--- src/rtl/univ_shift_reg.sv ---
// Universal shift register with a counted burst mode.
// Modes: hold, load, shift left/right, rotate left/right, clear.
// A burst repeats one shift/rotate step n times under a small IDLE/BUSY/DONE FSM.
// Optional feature macro: UNIV_SHIFT_REG_ROTATE_EN enables the rotate modes
// (100/101); when it is undefined those codes behave as hold and never start a burst.
module univ_shift_reg #(
  parameter int WIDTH = 8,
  parameter int CNT_W = 4
) (
  input  logic             clk,
  input  logic             clr,
  input  logic [2:0]       mode,
  input  logic [WIDTH-1:0] d,
  input  logic             sin_l,
  input  logic             sin_r,
  input  logic             start,
  input  logic [CNT_W-1:0] n,
  output logic [WIDTH-1:0] q,
  output logic             sout_l,
  output logic             sout_r,
  output logic             busy,
  output logic             done
);

  localparam logic [2:0] M_HOLD  = 3'b000;
  localparam logic [2:0] M_LOAD  = 3'b001;
  localparam logic [2:0] M_SHL   = 3'b010;
  localparam logic [2:0] M_SHR   = 3'b011;
  localparam logic [2:0] M_ROTL  = 3'b100;
  localparam logic [2:0] M_ROTR  = 3'b101;
  localparam logic [2:0] M_CLEAR = 3'b110;

  typedef enum logic [1:0] {
    IDLE = 2'd0,
    BUSY = 2'd1,
    DONE = 2'd2
  } state_t;

  state_t           state_q;
  logic [WIDTH-1:0] q_q;
  logic [WIDTH-1:0] q_d;
  logic [2:0]       mode_q;
  logic [2:0]       op_sel;
  logic [CNT_W-1:0] cnt_q;
  logic             busy_q;
  logic             done_q;
  logic             start_burst;

  // True for the codes that may be repeated as a burst.
  function automatic logic burst_mode(input logic [2:0] m);
    logic ok;
    case (m)
      M_SHL, M_SHR: ok = 1'b1;
`ifdef UNIV_SHIFT_REG_ROTATE_EN
      M_ROTL, M_ROTR: ok = 1'b1;
`endif
      default: ok = 1'b0;
    endcase
    return ok;
  endfunction

  // Next register value for one operation; unknown or disabled codes hold.
  function automatic logic [WIDTH-1:0] apply_op(
    input logic [2:0]       m,
    input logic [WIDTH-1:0] cur,
    input logic [WIDTH-1:0] ld,
    input logic             sl,
    input logic             sr
  );
    logic [WIDTH-1:0] nxt;
    case (m)
      M_LOAD:  nxt = ld;
      M_SHL:   nxt = {cur[WIDTH-2:0], sl};
      M_SHR:   nxt = {sr, cur[WIDTH-1:1]};
`ifdef UNIV_SHIFT_REG_ROTATE_EN
      M_ROTL:  nxt = {cur[WIDTH-2:0], cur[WIDTH-1]};
      M_ROTR:  nxt = {cur[0], cur[WIDTH-1:1]};
`endif
      M_CLEAR: nxt = '0;
      default: nxt = cur;
    endcase
    return nxt;
  endfunction

  // During a burst the latched mode drives the datapath; otherwise the live mode.
  always_comb begin
    op_sel      = (state_q == BUSY) ? mode_q : mode;
    q_d         = apply_op(op_sel, q_q, d, sin_l, sin_r);
    start_burst = (state_q == IDLE) && start && (n != '0) && burst_mode(mode);
  end

  // Register, burst FSM and registered status flags; clr overrides everything.
  always_ff @(posedge clk) begin
    if (!clr) begin
      q_q     <= '0;
      state_q <= IDLE;
      mode_q  <= M_HOLD;
      cnt_q   <= '0;
      busy_q  <= 1'b0;
      done_q  <= 1'b0;
    end else begin
      case (state_q)
        IDLE: begin
          if (start_burst) begin
            // The accepting edge only captures the request; q is untouched.
            mode_q  <= mode;
            cnt_q   <= n;
            state_q <= BUSY;
            busy_q  <= 1'b1;
          end else begin
            q_q <= q_d;
          end
        end
        BUSY: begin
          q_q   <= q_d;
          cnt_q <= cnt_q - 1'b1;
          if (cnt_q == CNT_W'(1)) begin
            state_q <= DONE;
            busy_q  <= 1'b0;
            done_q  <= 1'b1;
          end
        end
        DONE: begin
          // Any start seen here is dropped; q holds for this cycle.
          state_q <= IDLE;
          done_q  <= 1'b0;
        end
        default: begin
          state_q <= IDLE;
          busy_q  <= 1'b0;
          done_q  <= 1'b0;
        end
      endcase
    end
  end

  assign q      = q_q;
  assign sout_l = q_q[WIDTH-1];
  assign sout_r = q_q[0];
  assign busy   = busy_q;
  assign done   = done_q;

endmodule

--- config.mk ---
export PLATFORM = sky130hd
export DESIGN_NAME = univ_shift_reg
export DESIGN_NICKNAME = d
export VERILOG_FILES = /design/src/rtl/univ_shift_reg.sv
export SDC_FILE = /design/constraint.sdc
export NUM_CORES = 1
export LEC_CHECK = 0
export BUFFER_PORTS_ARGS = -buffer_cell sky130_fd_sc_hd__buf_2
export CORE_UTILIZATION = 49
export DETAILED_ROUTE_END_ITERATION = 16
export PLACE_DENSITY = 0.74
export SLEW_MARGIN = 25
export SYNTH_ARGS = -nofsm -noshare
export SYNTH_HDL_FRONTEND = slang
export SYNTH_SLANG_ARGS = --single-unit
--- constraint.sdc ---
create_clock -name clk -period 2.3 [get_ports clk]
set_clock_uncertainty 0.1 [all_clocks]
set_input_delay 0.345 -clock clk [delete_from_list [all_inputs] [get_ports clk]]
set_output_delay 0.345 -clock clk [all_outputs]
set_load 0.05 [all_outputs]
# --- After elaboration in Yosys (flattened, before gate mapping) ---
# Index checks and enable logic that the tools add are counted.
totals:
  regBits: 19
  inputBits: 20
  wordCells: 49
classes:
  n_addsub: 1
  eq_ne: 12
  n_mux: 15
  n_bitwise: 2
  reduce_logical: 13
op_table:
  columns: ["operator", "n"]
  rows:
  - ["8-bit one-hot mux with 4 select lines", 1]
  - ["8-bit one-hot mux with 2 select lines", 1]
  - ["3-bit by 2-bit equality test with 1-bit output (second input constant)", 4]
  - ["2-bit AND reduction", 5]
  - ["8-bit 2-to-1 mux", 1]
  - ["4-bit one-hot mux with 2 select lines", 1]
  - ["4-bit by 1-bit equality test with 1-bit output (second input constant)", 1]
  - ["1-bit 2-to-1 mux", 4]
  - ["2-bit 2-to-1 mux", 2]
  - ["4-bit 2-to-1 mux", 1]
  - ["2-bit != test (second input constant)", 2]
  - ["2-bit one-hot mux with 2 select lines", 1]
  - ["4-bit nonzero test", 1]
  - ["4-bit by 1-bit subtractor with 4-bit output (second input constant)", 1]
  - ["3-bit by 1-bit equality test with 1-bit output (second input constant)", 1]
  - ["3-bit equality test (second input constant)", 1]
  - ["1-bit logical AND", 3]
  - ["3-bit 2-to-1 mux", 1]
  - ["1-bit one-hot mux with 3 select lines", 1]
  - ["3-bit AND reduction", 1]
  - ["2-bit by 1-bit equality test with 1-bit output (second input constant)", 1]
  - ["2-bit equality test (second input constant)", 1]
  - ["2-bit zero test", 1]
  - ["2-bit by 1-bit != test with 1-bit output (second input constant)", 1]
  - ["other kinds (4)", 5]

# --- Depth between registers and ports, before layout ---
# Gate-level depths: netlist of run 1.
logic_depth:
  word_depth: 6
  depth_mapped: 7

# --- Worst setup path after synthesis of run 1 ---
# No wires, ideal clock.
synth_path:
  path_kind: "flip-flop to flip-flop"
  from: "register state_q[1]"
  to: "register q_q[6], in the netlist q[6]"
  setup_time_ns: 0.126
  t_arrival_ns: 1.434
  path_slack_ns: 0.640
  path_stages_with_launch: 8
  n_path_buf: 2
  path_cell_list: "dfxtp_1 -> nand2b_1 -> buf_6 -> a31oi_4 -> and2_1 -> buf_6 -> a222oi_1 -> a21oi_1"
synth_between:
  elab_chain_len: 6
synth_rtl:
  columns: ["item", "line", "rtl"]
  rows:
  - ["from (decl)", "39", "state_t state_q;"]
  - ["from (signal assigned)", "96", "state_q <= IDLE;"]
  - ["from (signal assigned)", "108", "state_q <= BUSY;"]
  - ["from (signal assigned)", "118", "state_q <= DONE;"]
  - ["2-bit by 1-bit equality test with 1-bit output or 2-bit zero test (tied branches)", "87, 102, 89", null]
  - ["3-bit 2-to-1 mux or 1-bit logical AND (tied branches)", "87, 89", null]
  - ["3-bit equality test (tied with other cells)", "71", "case (m)"]
  - ["8-bit one-hot mux with 4 select lines or 1-bit logical AND (tied branches)", "71, 89", null]
  - ["8-bit 2-to-1 mux or 2-bit != test (tied branches)", null, null]
  - ["8-bit one-hot mux with 2 select lines or 2-bit AND reduction (tied branches)", null, null]
  - ["to (signal assigned)", "111", "q_q <= q_d;"]
  - ["to (signal assigned)", "115", "q_q <= q_d;"]
  - ["to (decl)", "40", "logic [WIDTH-1:0] q_q;"]
# Parallel ways exist; a longest one is shown, timed or not. The select of a mux whose other input is x is not followed.
# A chain may end at the register's enable or synchronous reset.

# --- Worst setup path in the final report of run 1 ---
# Same ends and word-level chain as after synthesis.

==> summary.md, run 1 <==
| Metric | Value |
|---|---|
| Status | `finished clean` |
| Post-synthesis cell type count | `37` |
| FILL cells | `164` |
| Drt pass-1 iters | `5` |
| Worst vdd ir | `0.000402 V` |
| Post-synth EDFFs | `0` |
| CTS clock-pin slew for the worst setup and hold paths | `100 ps` |
| Combinational group share of total power | `28.0%` |
| Hold_buf cts | `0` |
| Worst-skew pair later-pin latency | `310 ps` |
| Antenna cells | `0` |
| Syn Std Cell Area | `996 um^2` |
| Hold violation count in the final report | `0` |
| Cell leakage power | `0.506 nW` |
| Clk sink count | `19` |
| DP HPWL | `1660 um` |
| Worst-path maximum fanout | `9` |
| Setup violators final | `0` |
| Clk pwr share | `22.5%` |
| Synth area leader | `dfxtp_1` |
| Max Cap Violations | `0` |
| Commonest non-fill, non-tap cell in the layout | `buf_2` |
| Post-Syn Instances | `109` |
| Max H-tree Level | `1` |
| Largest net degree at the start of global routing | `20` |
| Share of cells above drive strength 1 | `30.4%` |
| Post-synthesis net count | `131` |
| First-pass GRT wire length | `3500 um` |
| Total wire length | `2280 um` |
| Worst slew pin tran | `447 ps` |
| Io pins | `32` |
| Post-synth ARST share | `0%` |
| Most frequent cells in the layout | `buf_2, dfxtp_1, a21oi_1` |
| YS warnings | `0` |
| Starting DRT DRC Count | `72` |
| GPL Wtd Cong | `0.900` |
| Fin Setup TNS | `0 ps` |
| Number of global-route vias before repair | `795` |
| Switching Fraction | `35.5%` |
| Die area | `2220 um^2` |
| DR WL/cell | `14.0 um` |
| Core ar. | `1820 um^2` |
| Final min period | `1920 ps` |
| CTS Buf Count | `3` |
| Critical path arrival | `2020 ps` |
| Port Buffers | `31` |
| Top_reg_cell synth | `dfxtp_1` |
| Multi-input logic area | `524 um^2` |
| Flops & latches, synth | `19` |
| Post-synth top area share | `38.2%` |
| Pins Over Slew Limit | `0` |
| Via count | `979` |
| Slowest cell on the critical path | `dfxtp_1` |
| Clock Tree Buf Depth | `2` |
| Critical Path Sink Type | `flip-flop` |
| GRT Total Usage | `22.9%` |
| Final core occ | `64.1%` |
| Worst-path cell chain | `nand2b_1, a31oi_1, and2_1, a222oi_1, a21oi_1` |
| Internal power | `0.000491 W` |
| Post-synthesis sequential area ratio | `38.2%` |
| Post-CTS setup buffers | `0` |
| Switching power | `0.000270 W` |
| Req. time, crit path | `2400 ps` |
| Hold Path Class | `in2reg` |
| CTS Root Cell | `clkbuf_4` |
| Layout area overhead | `17.1%` |
| DRC Markers | `0` |
| Die Height | `47.1 um` |
| Max stage delay on crit path | `460 ps` |
| Final Cell Area | `1170 um^2` |
| P per Cell Area | `653 nW/um^2` |
| Hold slack | `219 ps` |
| TritonCTS clock tree | `yes` |
| Antenna violation net count after detailed routing | `0` |
| Avg Cell Area, Syn | `9.14 um^2` |
| Site Rows | `15` |
| RSZ-0062 raised after global routing | `no` |
| Sequential fraction of design power | `49.5%` |
| Register area | `380 um^2` |
| Chip Width | `47.1 um` |
| Crit Path Class | `reg2reg` |
| Vias per cell | `6.01` |
| Post-cts sizing count | `0` |
| Final Power | `0.000761 W` |
| Total global routing overflow | `0` |
| Max-Slew Margin vs Limit | `70.0%` |
| Initial antenna violation count | `0` |
| Placement Cell Area | `1140 um^2` |
| Nets | `161` |
| Initial Util | `54.7%` |
| Crit path launch type | `flip-flop` |
| Fmax achieved | `0.521 GHz` |
| Area contributors post-synth | `dfxtp_1, a222oi_1, a21oi_1` |
| Period utilization | `83.5%` |
## worst max-delay path: cells and delay by family, from the launching register on
family          cells  cell delay [ps]
compound gates      3              630
simple gates        2              620
flops               1              460
## area by class of cell
class / instances / share of cell area, %
well taps: 25 / 2.68
multi-input cells: 74 / 45.0
repair buffers: 34 / 15.2
clock buffers: 4 / 2.25
inverters: 7 / 2.25
flip-flops and latches: 19 / 32.6
## logic make-up after synthesis
| logic type | synth area share (%) |
|---|---|
| AOI/OAI and AO/OA | 35.1 |
| and+or+nand+nor | 15.1 |
| adders and majority gates | 2.51 |
| buffers and inverters | 9.17 |
| DFF | 38.2 |
## layer usage
metal  global-route usage, %  wire (um)  vias to the layer above  share of wire, %
met1                    31.0       1030                      454                45
li1                        -          -                      476                 -
met4                    12.0         49                        0               2.1
met3                    5.77        173                        5               7.6
met2                    33.6       1030                       44                45
met5                       0          0                        -                 0
## synthesized netlist by cell type, drive strengths merged (2+ instances only)
master	n
and3	2
o221ai	2
nand2	6
dfxtp	19
o21a	2
a31oi	5
a222oi	8
a21oi	13
nand3	2
and4bb	2
buf	7
o21ai	10
nor2	3
or3	2
ha	2
inv	7
clkbuf	2
## metrics by stage
stage | worst slack [ps] | std cells
2_1_floorplan | 640 | 109
3_3_place_gp | 442 | 159
3_5_place_dp | 381 | 159
4_1_cts | 397 | 163
5_1_grt | 210 | 163
6_report | 380 | 163
## power groups by stage
| stage | combinational, W | sequential (W) | clock (W) |
|---|---|---|---|
| final | 0.000213 | 0.000377 | 0.000171 |
| after global placement | 0.000210 | 0.000383 | 0 |
| after floorplan | 0.000112 | 0.000436 | 0 |
| after CTS | 0.000213 | 0.000376 | 0.000180 |
| after detailed placement | 0.000211 | 0.000384 | 0 |
| after global routing | 0.000230 | 0.000381 | 0.000194 |
## flip-flops by register name, summed over array words and instances, names as in the netlist
| register | flops |
|---|---|
| cnt_q | 4 |
| busy | 1 |
| done | 1 |
| q | 8 |
| state_q | 2 |
| mode_q | 3 |
## final timing paths
path                   start   endpoint  slack [ps]  cells after the start
setup / recovery  state_q[1]       q[6]         380                      5
hold / removal       mode[0]  mode_q[0]         220                      3
setup reg to reg  state_q[1]       q[6]         380                      5
hold reg to reg         done       done         410                      1
Note: power is estimated with default switching activity, not from simulation.
==> run 2, diff against run 1 <==
Clock period 2.3 ns to 1.94 ns, I/O delays scaled along.
==> summary.md, run 2 (synthesized netlist as in run 1, its figures left out) <==
| Metric | Value |
|---|---|
| Status | `finished clean` |
| Largest net degree at the start of global routing | `20` |
| Crit path launch type | `flip-flop` |
| Worst-skew pair later-pin latency | `290 ps` |
| DRC Markers | `0` |
| Req. time, crit path | `2020 ps` |
| Hold_buf cts | `0` |
| Critical Path Sink Type | `flip-flop` |
| Via count | `994` |
| Multi-input logic area | `532 um^2` |
| PnR worst setup slack | `138 ps` |
| Fmax achieved | `0.555 GHz` |
| Dpl cells | `159` |
| Final min period | `1800 ps` |
| Internal power | `0.000583 W` |
| Antenna cells | `0` |
| Max reg flops | `8` |
| Nets | `161` |
| Initial Util | `54.7%` |
| Most frequent cells in the layout | `buf_2, dfxtp_1, a21oi_1` |
| Chip Width | `47.1 um` |
| Drt pass-1 iters | `6` |
| Clk pwr share | `21.6%` |
| Die Height | `47.1 um` |
| Clock Tree Buf Depth | `2` |
| Core ar. | `1820 um^2` |
| Hold Path Class | `in2reg` |
| Clk sink count | `19` |
| GPL Wtd Cong | `0.872` |
| Io pins | `32` |
| Period utilization | `92.9%` |
| Number of global-route vias before repair | `849` |
| Worst-path maximum fanout | `9` |
| Die area | `2220 um^2` |
| Placement Cell Area | `1140 um^2` |
| Final core occ | `64.5%` |
| DP HPWL | `1680 um` |
| Register area | `380 um^2` |
| TritonCTS clock tree | `yes` |
| Switching power | `0.000313 W` |
| Max Cap Violations | `0` |
| Post-Layout Cell Count | `163` |
| Post-CTS setup buffers | `0` |
| Commonest non-fill, non-tap cell in the layout | `buf_2` |
| Dpl ws | `89.6 ps` |
| Antenna violation net count after detailed routing | `0` |
| Port Buffers | `31` |
| Max H-tree Level | `1` |
| Fin Setup TNS | `0 ps` |
| Switching Fraction | `34.9%` |
| Pins Over Slew Limit | `0` |
| Share of cells above drive strength 1 | `32.6%` |
| Worst slew pin tran | `498 ps` |
| Hold violation count in the final report | `0` |
| CTS clock-pin slew for the worst setup and hold paths | `100 ps` |
| Site Rows | `15` |
| Total global routing overflow | `0` |
| Sequential fraction of design power | `49.8%` |
| FILL cells | `158` |
| Layout area overhead | `17.8%` |
| P per Cell Area | `764 nW/um^2` |
| Initial antenna violation count | `0` |
| CTS Root Cell | `clkbuf_4` |
| Vias per cell | `6.10` |
| Max-Slew Margin vs Limit | `66.6%` |
| Total wire length | `2270 um` |
| Starting DRT DRC Count | `64` |
| Combinational group share of total power | `28.5%` |
| GRT Total Usage | `22.6%` |
| Setup violators final | `0` |
| Final Cell Area | `1170 um^2` |
| Crit Path Class | `reg2reg` |
| Critical path arrival | `1880 ps` |
| Cell leakage power | `0.505 nW` |
| Worst vdd ir | `0.000444 V` |
| CTS Buf Count | `3` |
| DR WL/cell | `13.9 um` |
| First-pass GRT wire length | `3510 um` |
[run 2: final cells by class]
| cell class | count | share of cell area (%) |
|---|---|---|
| sequential | 19 | 32.4 |
| tap | 25 | 2.67 |
| multi-input combinational | 74 | 45.3 |
| clock buffer | 4 | 2.24 |
| timing repair buffer | 34 | 15.1 |
| inverter | 7 | 2.24 |
[run 2: worst paths after layout]
kind | start | depth (start not counted) | slack [ps] | endpoint
worst max-delay path | state_q[0] | 4 | 140 | cnt_q[2]
worst max register to register | state_q[0] | 4 | 140 | cnt_q[2]
worst min-delay path | mode[0] | 3 | 180 | mode_q[0]
worst min register to register | mode_q[1] | 1 | 400 | mode_q[1]
[run 2: critical path: stages, from the launching register on]
cell       delay (ps)
dfxtp_1           380
nand4bb_1         260
or3_1             520
o311ai_0          360
a21oi_1            70
[run 2: what timing repair did]
item,in CTS,in global routing
setup endpoints to repair,0,8
endpoints found under the hold margin,0,0
resized for setup,0,3
[run 2: power by group through the flow]
stage          clock, W  sequential (W)  combinational [W]
5_1_grt        0.000219        0.000452           0.000277
4_1_cts        0.000204        0.000447           0.000252
3_3_place_gp          0        0.000454           0.000248
3_5_place_dp          0        0.000456           0.000252
2_1_floorplan         0        0.000517           0.000133
6_report       0.000194        0.000447           0.000256
[run 2: through the flow]
step	total power [W]	hold slack, ps
after floorplan	0.000650	336
after global placement	0.000702	366
after detailed placement	0.000708	375
after CTS	0.000903	168
after global routing	0.000948	187
final	0.000896	181
[run 2: metal layers]
layer | vias up | routed length, um | GRT usage (%)
met4 | 0 | 22 | 10.9
met5 | - | 0 | 0
met2 | 41 | 1100 | 33.9
met1 | 472 | 1000 | 31.0
li1 | 479 | - | -
met3 | 2 | 140 | 4.62
==> run 3, diff against run 2 <==
Settings changed: CORE_ASPECT_RATIO set to 0.75, HOLD_SLACK_MARGIN set to 0.05.
==> summary.md, run 3 (synthesized netlist as in run 1, its figures left out) <==
| Metric | Value |
|---|---|
| Crit path max-delay family | `simple AND/OR/NAND/NOR gates` |
| Hold violation count in the final report | `0` |
| Critical Path Sink Type | `flip-flop` |
| GPL Wtd Cong | `0.850` |
| Status | `finished clean` |
| Core ar. | `1820 um^2` |
| Crit Path Class | `reg2reg` |
| Fmax achieved | `0.554 GHz` |
| Commonest non-fill, non-tap cell in the layout | `buf_2` |
| Worst slew pin tran | `502 ps` |
| Clock Tree Buf Depth | `2` |
| Number of global-route vias before repair | `754` |
| Worst-path cell chain | `and4bb_1, a31oi_4, and2_1, a222oi_1, a21oi_1` |
| GRT Total Usage | `24.1%` |
| Worst vdd ir | `0.000551 V` |
| Post-cts sizing count | `0` |
| Starting DRT DRC Count | `64` |
| Max Cap Violations | `0` |
| CTS Root Cell | `clkbuf_4` |
| Period utilization | `93.1%` |
| Hold_buf cts | `0` |
| Io pins | `32` |
| Worst-path maximum fanout | `9` |
| Initial Util | `54.7%` |
| Max-Slew Margin vs Limit | `66.3%` |
| DP HPWL | `1790 um` |
| Pins Over Slew Limit | `0` |
| Max H-tree Level | `1` |
| Antenna cells | `0` |
| RSZ-0062 raised after global routing | `no` |
| Setup violators final | `0` |
| Cell leakage power | `0.518 nW` |
| Final min period | `1810 ps` |
| Total global routing overflow | `0` |
| Slowest cell on the critical path | `dfxtp_1` |
| DR WL/cell | `14.8 um` |
| Nets | `164` |
| Site Rows | `13` |
| Req. time, crit path | `2090 ps` |
| Chip Width | `54.1 um` |
| CTS clock-pin slew for the worst setup and hold paths | `120 ps` |
| Worst-skew pair later-pin latency | `310 ps` |
| Most frequent cells in the layout | `buf_2, dfxtp_1, a21oi_1` |
| Via count | `989` |
| Port Buffers | `31` |
| Crit path launch type | `flip-flop` |
| Fin Setup TNS | `0 ps` |
| Bufs and invs on worst path | `0` |
| Drt pass-1 iters | `4` |
| TritonCTS clock tree | `yes` |
| Post-CTS setup buffers | `0` |
| Antenna violation net count after detailed routing | `0` |
| Total wire length | `2410 um` |
| Largest net degree at the start of global routing | `20` |
| Dpl ws | `83.8 ps` |
| Critical path arrival | `1950 ps` |
| DRC Markers | `0` |
| Vias per cell | `6.07` |
| Initial antenna violation count | `0` |
| Final Power | `0.000926 W` |
| Hold Path Class | `in2reg` |
| Clk sink count | `19` |
| P per Cell Area | `775 nW/um^2` |
| CTS Buf Count | `3` |
| Share of cells above drive strength 1 | `34.0%` |
| First-pass GRT wire length | `3650 um` |
| Max reg flops | `8` |
| PnR worst setup slack | `134 ps` |
| Die Height | `41.0 um` |
| Layout area overhead | `20.0%` |
| Max stage delay on crit path | `480 ps` |
| Die area | `2220 um^2` |
run 3: changes by cell type in the layout (fill, tap and decap cells not counted), sizes merged:
cell / change
clkbuf: -1
clkinvlp: +1
buf: +3
run 3: final timing paths:
| kind | cells after the start | slack [ps] | from | end |
|---|---|---|---|---|
| worst max-delay path | 5 | 130 | state_q[1] | q[6] |
| worst min register to register | 1 | 410 | done | done |
| worst min-delay path | 3 | 160 | d[3] | q[3] |
| worst max register to register | 5 | 130 | state_q[1] | q[6] |
run 3: layout make-up:
cell class              count  area [um^2]
multi-input cells          74          531
flip-flops and latches     19          380
repair buffers             37          200
well taps                  22         27.5
fillers                   156          627
inverters                   7         26.3
clock buffers               3         22.5
clock inverters             1         7.51
run 3: layer usage:
metal  vias to the layer above  part of all wire [%]  track usage, %
li1                        483                     -               -
met4                         0                  0.42            3.85
met5                         -                     0               0
met1                       466                    51            34.1
met2                        38                    42            36.7
met3                         2                   6.7            6.67
run 3: through the flow:
step           util (%)  instance area, um^2  hold WS [ps]  std cells
6_report           65.6                 1190           163        163
5_1_grt            65.6                 1190           164        163
4_1_cts            65.2                 1190           161        163
3_5_place_dp       63.6                 1160           369        159
3_3_place_gp       63.6                 1160           367        159
2_1_floorplan         -                  996           336        109
run 3: worst reg2reg max path: cells and delay by family (launching register included):
kind,cells,cell delay (ps)
AO/OA/AOI/OAI,3,550
flip-flops,1,480
AND/OR/NAND/NOR,2,620
run 3: report_power, final:
| part | leakage (nW) | switching, W | internal [W] |
|---|---|---|---|
| Sequential | 0.156 | 0.0000285 | 0.000420 |
| Combinational | 0.348 | 0.000174 | 0.0000862 |
| Clock | 0.0139 | 0.000139 | 0.0000786 |
